### src/rtl/i2c_reg16_pkg.sv
// Shared state encoding, bus-event bundle and constants for the I2C 16-bit-register target.
package i2c_reg16_pkg;

  localparam logic [6:0] DEFAULT_DEV_ADDR = 7'h10;
  localparam int         BIT_CNT          = 3;

  typedef enum logic [3:0] {
    S_IDLE,
    S_START,
    S_DEV,
    S_ACK_DEV,
    S_REG_HI,
    S_ACK_HI,
    S_REG_LO,
    S_ACK_LO,
    S_WDATA,
    S_ACK_W,
    S_RDATA,
    S_MACK,
    S_WAIT
  } state_t;

  // One-cycle bus events plus the synchronized SDA level aligned with them.
  typedef struct packed {
    logic start;
    logic stop;
    logic scl_rise;
    logic scl_fall;
    logic sda;
  } bus_evt_t;

endpackage

### src/rtl/i2c_bus_sync.sv
// Pad synchronizers and START/STOP/SCL-edge pulse generation; pad-to-event latency 3 clk, no backpressure.
// Synchronizer flops run through reset so a mid-transfer reset never fabricates an edge.
module i2c_bus_sync
  import i2c_reg16_pkg::*;
(
  input  logic     clk,
  input  logic     rst,
  input  logic     scl_in,
  input  logic     sda_in,
  output bus_evt_t evt
);

  logic [1:0] scl_sync;
  logic [1:0] sda_sync;
  logic       scl_d;
  logic       sda_d;

  always_ff @(posedge clk) begin
    scl_sync <= {scl_sync[0], scl_in};
    sda_sync <= {sda_sync[0], sda_in};
    scl_d    <= scl_sync[1];
    sda_d    <= sda_sync[1];
  end

  always_ff @(posedge clk) begin
    if (rst) begin
      evt <= '0;
    end else begin
      evt.scl_rise <= scl_sync[1] & ~scl_d;
      evt.scl_fall <= ~scl_sync[1] & scl_d;
      evt.start    <= scl_sync[1] & scl_d & sda_d & ~sda_sync[1];
      evt.stop     <= scl_sync[1] & scl_d & ~sda_d & sda_sync[1];
      evt.sda      <= sda_sync[1];
    end
  end

endmodule

### src/rtl/i2c_reg16_target.sv
// I2C target: 7-bit dev addr, 16-bit reg pointer with auto-increment, writes out on a 1-clk strobe; reads need I2C_REG16_TARGET_READ_EN.
// wr_en follows the internal SCL rise of bit 8 by 1 clk; no backpressure, the bus master paces all traffic.
module i2c_reg16_target
  import i2c_reg16_pkg::*;
#(
  parameter logic [6:0] DEV_ADDR = DEFAULT_DEV_ADDR
) (
  input  logic        clk,
  input  logic        rst,
  input  logic        scl_in,
  input  logic        sda_in,
  output logic        sda_oe,
  output logic        wr_en,
  output logic [15:0] wr_addr,
  output logic [7:0]  wr_data,
  output logic [15:0] rd_addr,
  input  logic [7:0]  rd_data,
  output logic        busy
);

  bus_evt_t evt;

  i2c_bus_sync u_sync (
    .clk    (clk),
    .rst    (rst),
    .scl_in (scl_in),
    .sda_in (sda_in),
    .evt    (evt)
  );

  state_t               state, state_nxt;
  logic [BIT_CNT-1:0]   bit_cnt, bit_cnt_nxt;
  logic                 full, full_nxt;
  logic [7:0]           shreg, shreg_nxt;
  logic [7:0]           reg_hi, reg_hi_nxt;
  logic [15:0]          ptr, ptr_nxt;
  logic                 sda_oe_nxt, wr_en_nxt, busy_nxt;
  logic [15:0]          wr_addr_nxt;
  logic [7:0]           wr_data_nxt;
  logic [7:0]           rx_byte;

`ifndef I2C_REG16_TARGET_READ_EN
  logic unused_rd;
  assign unused_rd = ^rd_data;
`endif

  assign rd_addr = ptr;

  always_ff @(posedge clk) begin
    if (rst) begin
      state   <= S_IDLE;
      bit_cnt <= '0;
      full    <= 1'b0;
      shreg   <= '0;
      reg_hi  <= '0;
      ptr     <= '0;
      sda_oe  <= 1'b0;
      wr_en   <= 1'b0;
      wr_addr <= '0;
      wr_data <= '0;
      busy    <= 1'b0;
    end else begin
      state   <= state_nxt;
      bit_cnt <= bit_cnt_nxt;
      full    <= full_nxt;
      shreg   <= shreg_nxt;
      reg_hi  <= reg_hi_nxt;
      ptr     <= ptr_nxt;
      sda_oe  <= sda_oe_nxt;
      wr_en   <= wr_en_nxt;
      wr_addr <= wr_addr_nxt;
      wr_data <= wr_data_nxt;
      busy    <= busy_nxt;
    end
  end

  always_comb begin
    state_nxt   = state;
    bit_cnt_nxt = bit_cnt;
    full_nxt    = full;
    shreg_nxt   = shreg;
    reg_hi_nxt  = reg_hi;
    ptr_nxt     = ptr;
    sda_oe_nxt  = sda_oe;
    wr_en_nxt   = 1'b0;
    wr_addr_nxt = wr_addr;
    wr_data_nxt = wr_data;
    busy_nxt    = busy;
    rx_byte     = {shreg[6:0], evt.sda};

    // Bus conditions abort any partial byte; the pointer survives a repeated START.
    if (evt.start || evt.stop) begin
      state_nxt   = evt.start ? S_START : S_IDLE;
      bit_cnt_nxt = '0;
      full_nxt    = 1'b0;
      sda_oe_nxt  = 1'b0;
    end else begin
      case (state)
        S_START: if (evt.scl_fall) state_nxt = S_DEV;

        S_DEV, S_REG_HI, S_REG_LO, S_WDATA: begin
          if (evt.scl_rise && !full) begin
            shreg_nxt   = rx_byte;
            bit_cnt_nxt = bit_cnt + 1'b1;
            if (bit_cnt == '1) begin
              full_nxt = 1'b1;
              if (state == S_REG_HI) reg_hi_nxt = rx_byte;
              if (state == S_REG_LO) ptr_nxt = {reg_hi, rx_byte};
              if (state == S_WDATA) begin
                wr_en_nxt   = 1'b1;
                wr_addr_nxt = ptr;
                wr_data_nxt = rx_byte;
                ptr_nxt     = ptr + 16'd1;
              end
            end
          end else if (evt.scl_fall && full) begin
            full_nxt   = 1'b0;
            sda_oe_nxt = 1'b1;
            case (state)
              S_DEV: begin
                state_nxt = S_ACK_DEV;
`ifdef I2C_REG16_TARGET_READ_EN
                if (shreg[7:1] != DEV_ADDR) begin
`else
                if (shreg[7:1] != DEV_ADDR || shreg[0]) begin
`endif
                  state_nxt  = S_WAIT;
                  sda_oe_nxt = 1'b0;
                end
              end
              S_REG_HI: state_nxt = S_ACK_HI;
              S_REG_LO: state_nxt = S_ACK_LO;
              default:  state_nxt = S_ACK_W;
            endcase
          end
        end

        S_ACK_DEV: if (evt.scl_fall) begin
          state_nxt  = S_REG_HI;
          sda_oe_nxt = 1'b0;
`ifdef I2C_REG16_TARGET_READ_EN
          if (shreg[0]) begin
            state_nxt  = S_RDATA;
            shreg_nxt  = rd_data;
            sda_oe_nxt = ~rd_data[7];
          end
`endif
        end

        S_ACK_HI: if (evt.scl_fall) begin
          state_nxt  = S_REG_LO;
          sda_oe_nxt = 1'b0;
        end

        S_ACK_LO, S_ACK_W: if (evt.scl_fall) begin
          state_nxt  = S_WDATA;
          sda_oe_nxt = 1'b0;
        end

`ifdef I2C_REG16_TARGET_READ_EN
        S_RDATA: if (evt.scl_fall) begin
          bit_cnt_nxt = bit_cnt + 1'b1;
          shreg_nxt   = {shreg[6:0], 1'b0};
          sda_oe_nxt  = ~shreg[6];
          if (bit_cnt == '1) begin
            state_nxt  = S_MACK;
            sda_oe_nxt = 1'b0;
          end
        end

        // Pointer advances on the master ACK so rd_data has settled by the next SCL fall.
        S_MACK: begin
          if (evt.scl_rise) begin
            if (evt.sda) state_nxt = S_WAIT;
            else         ptr_nxt   = ptr + 16'd1;
          end else if (evt.scl_fall) begin
            state_nxt  = S_RDATA;
            shreg_nxt  = rd_data;
            sda_oe_nxt = ~rd_data[7];
          end
        end
`endif

        default: ;
      endcase
    end

    if (state == S_ACK_DEV) busy_nxt = 1'b1;
    if (state_nxt == S_IDLE || state_nxt == S_WAIT) busy_nxt = 1'b0;
  end

endmodule

### config.mk
export PLATFORM = sky130hd
export DESIGN_NAME = i2c_reg16_target
export DESIGN_NICKNAME = d
export VERILOG_FILES = /design/src/rtl/i2c_reg16_pkg.sv /design/src/rtl/i2c_bus_sync.sv /design/src/rtl/i2c_reg16_target.sv
export SDC_FILE = /design/constraint.sdc
export NUM_CORES = 1
export LEC_CHECK = 0
export BUFFER_PORTS_ARGS = -buffer_cell sky130_fd_sc_hd__buf_2
export CAP_MARGIN = 20
export CORE_MARGIN = 4
export CORE_UTILIZATION = 45
export CTS_BUF_LIST = sky130_fd_sc_hd__clkbuf_4
export DETAILED_ROUTE_END_ITERATION = 8
export PLACE_DENSITY_LB_ADDON = 0.15
export SYNTH_ARGS = -nofsm -noshare
export SYNTH_HDL_FRONTEND = slang
export SYNTH_SLANG_ARGS = --single-unit
### constraint.sdc
create_clock -name clk -period 3.1 [get_ports clk]
set_input_delay 0.465 -clock clk [delete_from_list [all_inputs] [get_ports clk]]
set_output_delay 0.465 -clock clk [all_outputs]
set_load 0.01 [all_outputs]
==> impl_metrics.env <==
export IMPL_grt_max_degree=40
export IMPL_finalCritPeriodShare_pct=78.70
export IMPL_drv_cap=0
export IMPL_hold_viol_final=0
export IMPL_pwr_share_comb_pct=1.7
export IMPL_routabilityCongestion=0.8360
export IMPL_critPathArrivalTime_ns=2.79
export IMPL_seqPwrFrac_pct=60.5
export IMPL_power_leakage_nw=1.410
export IMPL_grt_pass1_vias=2739
export IMPL_antenna_found_initial=0
export IMPL_swShare_pct=24.30
export IMPL_grt_usage_pct=18.92
export IMPL_whs_ns=0.1215
export IMPL_numCtsBuffers=9
export IMPL_final_layout_size_suffix_gt1_share_pct=18.39
export IMPL_dp_hpwl_um=5323
export IMPL_cp_start_kind="flip-flop"
export IMPL_fillCellCount=736
export IMPL_clk_pin_slew_ns=0.14
export IMPL_netlist_instances=403
export IMPL_ys_seq_area_share_pct=45.83
export IMPL_design_area_mm2=0.003806
export IMPL_synth_edf_count=0
export IMPL_drc_errors=0
export IMPL_hp_class="in2reg"
export IMPL_p_total_mw=1.677
export IMPL_io_pins=55
export IMPL_worstPathRequired_ns=3.45
export IMPL_start_util_pct=46.72
export IMPL_p_clk_share_pct=37.8
export IMPL_skew_ns=0.02032
export IMPL_dr_pass1_iters=4
export IMPL_wire_per_inst_um=15.02
export IMPL_cts_setup_buffers=0
export IMPL_slew_headroom_pct=40.43
export IMPL_die_area_mm2=0.009027
export IMPL_die_w_um=95.01
export IMPL_path_max_fanout=24
export IMPL_synth_top_area_share_pct=45.83
export IMPL_p_sw_mw=0.4074
export IMPL_syn2layout_area_growth_pct=11.71
export IMPL_critPathKind="reg2reg"
export IMPL_cts_tree="yes"
export IMPL_port_buffers=46
export IMPL_max_freq_mhz=409.9
export IMPL_core_mm2=0.007292
export IMPL_vias=3001
export IMPL_cts_sinks=78
export IMPL_gr_total_overflow=0
export IMPL_outcome="finished clean"
export IMPL_rsz0062_at_grt="false"
export IMPL_end_kind="flip-flop"
export IMPL_grt_pass1_wl_um=13370
export IMPL_cell_internal_pwr_mw=1.269
export IMPL_yosysWarnings=0
export IMPL_fp_row_count=31
export IMPL_clk_latency_ns=0.43
export IMPL_routed_wl_um=8184
export IMPL_worst_pin_slew_ns=0.8936
export IMPL_cts_root_buffer="clkbuf_4"
export IMPL_die_h_um=95.01
export IMPL_postPlaceCellArea_mm2=0.003660
export IMPL_antenna_left=0
export IMPL_vias_per_cell=5.506
export IMPL_synthTopCellsByArea="dfxtp_1 46%, nand2_1 8.7%, a21oi_1 7.5%"
export IMPL_antenna_cells=0
export IMPL_syn_nets=418
export IMPL_crit_slowest_cell="or3b_2"
export IMPL_setup_tns_ns=0
export IMPL_crit_chain="ha_1 > ha_1 > or3b_2 > a2111o_1 > nor2_4 > nand2_1 > a21oi_1"
export IMPL_final_max_slew_violation_count=0
export IMPL_final_net_count=456
export IMPL_power_density_mw_per_mm2=440.5
export IMPL_drt_iter0_drc=204
export IMPL_htreeDepth=3
export IMPL_syn_area_mm2=0.003407
export IMPL_ys_flop_type="dfxtp_1"
export IMPL_crit_family="simple AND/OR/NAND/NOR gates"
export IMPL_cts_hold_buf=0
export IMPL_clockBufferDepth=2
export IMPL_ys_ff_latch=78
export IMPL_setup_viol=0
export IMPL_worst_ir_drop_vdd_v=0.0002248
export IMPL_slowest_delay_ns=0.52
export IMPL_cp_common_cell="ha_1"
export IMPL_cts_resized=0
export IMPL_layout_min_cycle_time_ns=2.440
export IMPL_ys_types=56
export IMPL_yosysTopAreaCell="dfxtp_1"
export IMPL_ys_async_sr_fraction_pct=0
export IMPL_syn_mean_instance_area_um2=8.454
export IMPL_crit_buf_inv=0
-- layout make-up --
cell class              count  area, um^2  area share [%]
clock buffers               9       67.56           1.775
well taps                  99       123.9           3.254
clock inverters             7       78.83           2.071
multi-input cells         294        1673           43.95
repair buffers             53       282.8           7.429
inverters                   5       18.77          0.4931
flip-flops and latches     78        1562           41.03
-- layout by cell type, fill, tap and decap left out, types with 4 or more instances in the layout --
cell,count
a211oi_1,6
a21oi_1,51
a31oi_1,4
buf_2,46
buf_4,7
clkbuf_4,9
dfxtp_1,78
inv_1,5
mux2i_1,11
nand2_1,79
nand3_1,14
nand3b_1,5
nor2_1,36
nor3_1,7
nor3b_1,5
nor4_1,4
o21ai_0,10
o31ai_1,5
or3_1,4
-- power groups by stage --
stage          Clock (mW)  Sequential, mW  Combinational [mW]
2_1_floorplan           0            1.03              0.0209
3_3_place_gp            0            1.04              0.0275
3_5_place_dp            0            1.04              0.0277
4_1_cts             0.651            1.02              0.0278
5_1_grt             0.692            1.02              0.0309
6_report            0.634            1.02              0.0277
-- layer usage --
layer / track usage (%) / vias to the layer above / part of all wire (%) / wire length (um)
met3: 3.078 / 6 / 6.4 / 522
met1: 27.10 / 1405 / 48 / 3926
li1: - / 1510 / - / -
met2: 28.13 / 80 / 45 / 3665
met5: 0 / - / 0 / 0
met4: 7.933 / 0 / 0.86 / 70
-- Yosys cell counts (3+ instances only) --
cell / n
nand4_1: 3
buf_2: 9
dfxtp_1: 78
inv_1: 5
mux2i_1: 11
nor3_1: 7
nand3b_1: 5
nor3b_1: 5
nor4_1: 4
a311oi_1: 3
o31ai_1: 5
nand3_1: 14
a21oi_1: 51
nand2_1: 79
or3_1: 4
nor2_1: 36
buf_6: 5
a31oi_1: 4
a211oi_1: 6
ha_1: 3
clkbuf_1: 10
o21ai_0: 10
-- sequential cells by signal (all words and copies together) (netlist names), 2 cells and up --
signal           count
u_sync.sda_sync      2
u_sync.scl_sync      2
wr_data              8
wr_addr             16
rd_addr             16
shreg                8
state                4
reg_hi               8
bit_cnt              3
u_sync.evt           5
-- path summary, 6_finish.rpt --
| kind | slack, ns | depth (start not counted) | endpoint | from |
|---|---|---|---|---|
| worst max register to register | 0.66 | 7 | wr_data[3]$_SDFFE_PP0P_ | bit_cnt[0]$_SDFFE_PP0P_ |
| worst min register to register | 0.34 | 0 | u_sync.sda_sync[1]$_DFF_P_ | u_sync.sda_sync[0]$_DFF_P_ |
| worst max-delay path | 0.66 | 7 | wr_data[3]$_SDFFE_PP0P_ | bit_cnt[0]$_SDFFE_PP0P_ |
| worst min-delay path | 0.12 | 1 | u_sync.sda_sync[0]$_DFF_P_ | sda_in |
-- stage by stage --
stage                     worst slack, ns  instances  util [%]
after floorplan                     1.020        403         -
after global placement             0.7018        529     50.19
after detailed placement           0.7116        529     50.19
after CTS                          0.6219        545     52.20
after global routing               0.4440        545     52.20
final                              0.6604        545     52.20
-- kinds of logic after synthesis --
kind of cell               after synthesis  share of synthesized area (%)
AOI/OAI and AO/OA                      100                          18.66
xor gates and xnor gates                 2                         0.5142
adders and majority gates                3                          1.102
buffers and inverters                   31                          5.068
DFF                                     78                          45.83
muxes                                   11                          3.232
and+or+nand+nor                        178                          25.60
(Power assumes the default switching activity.)
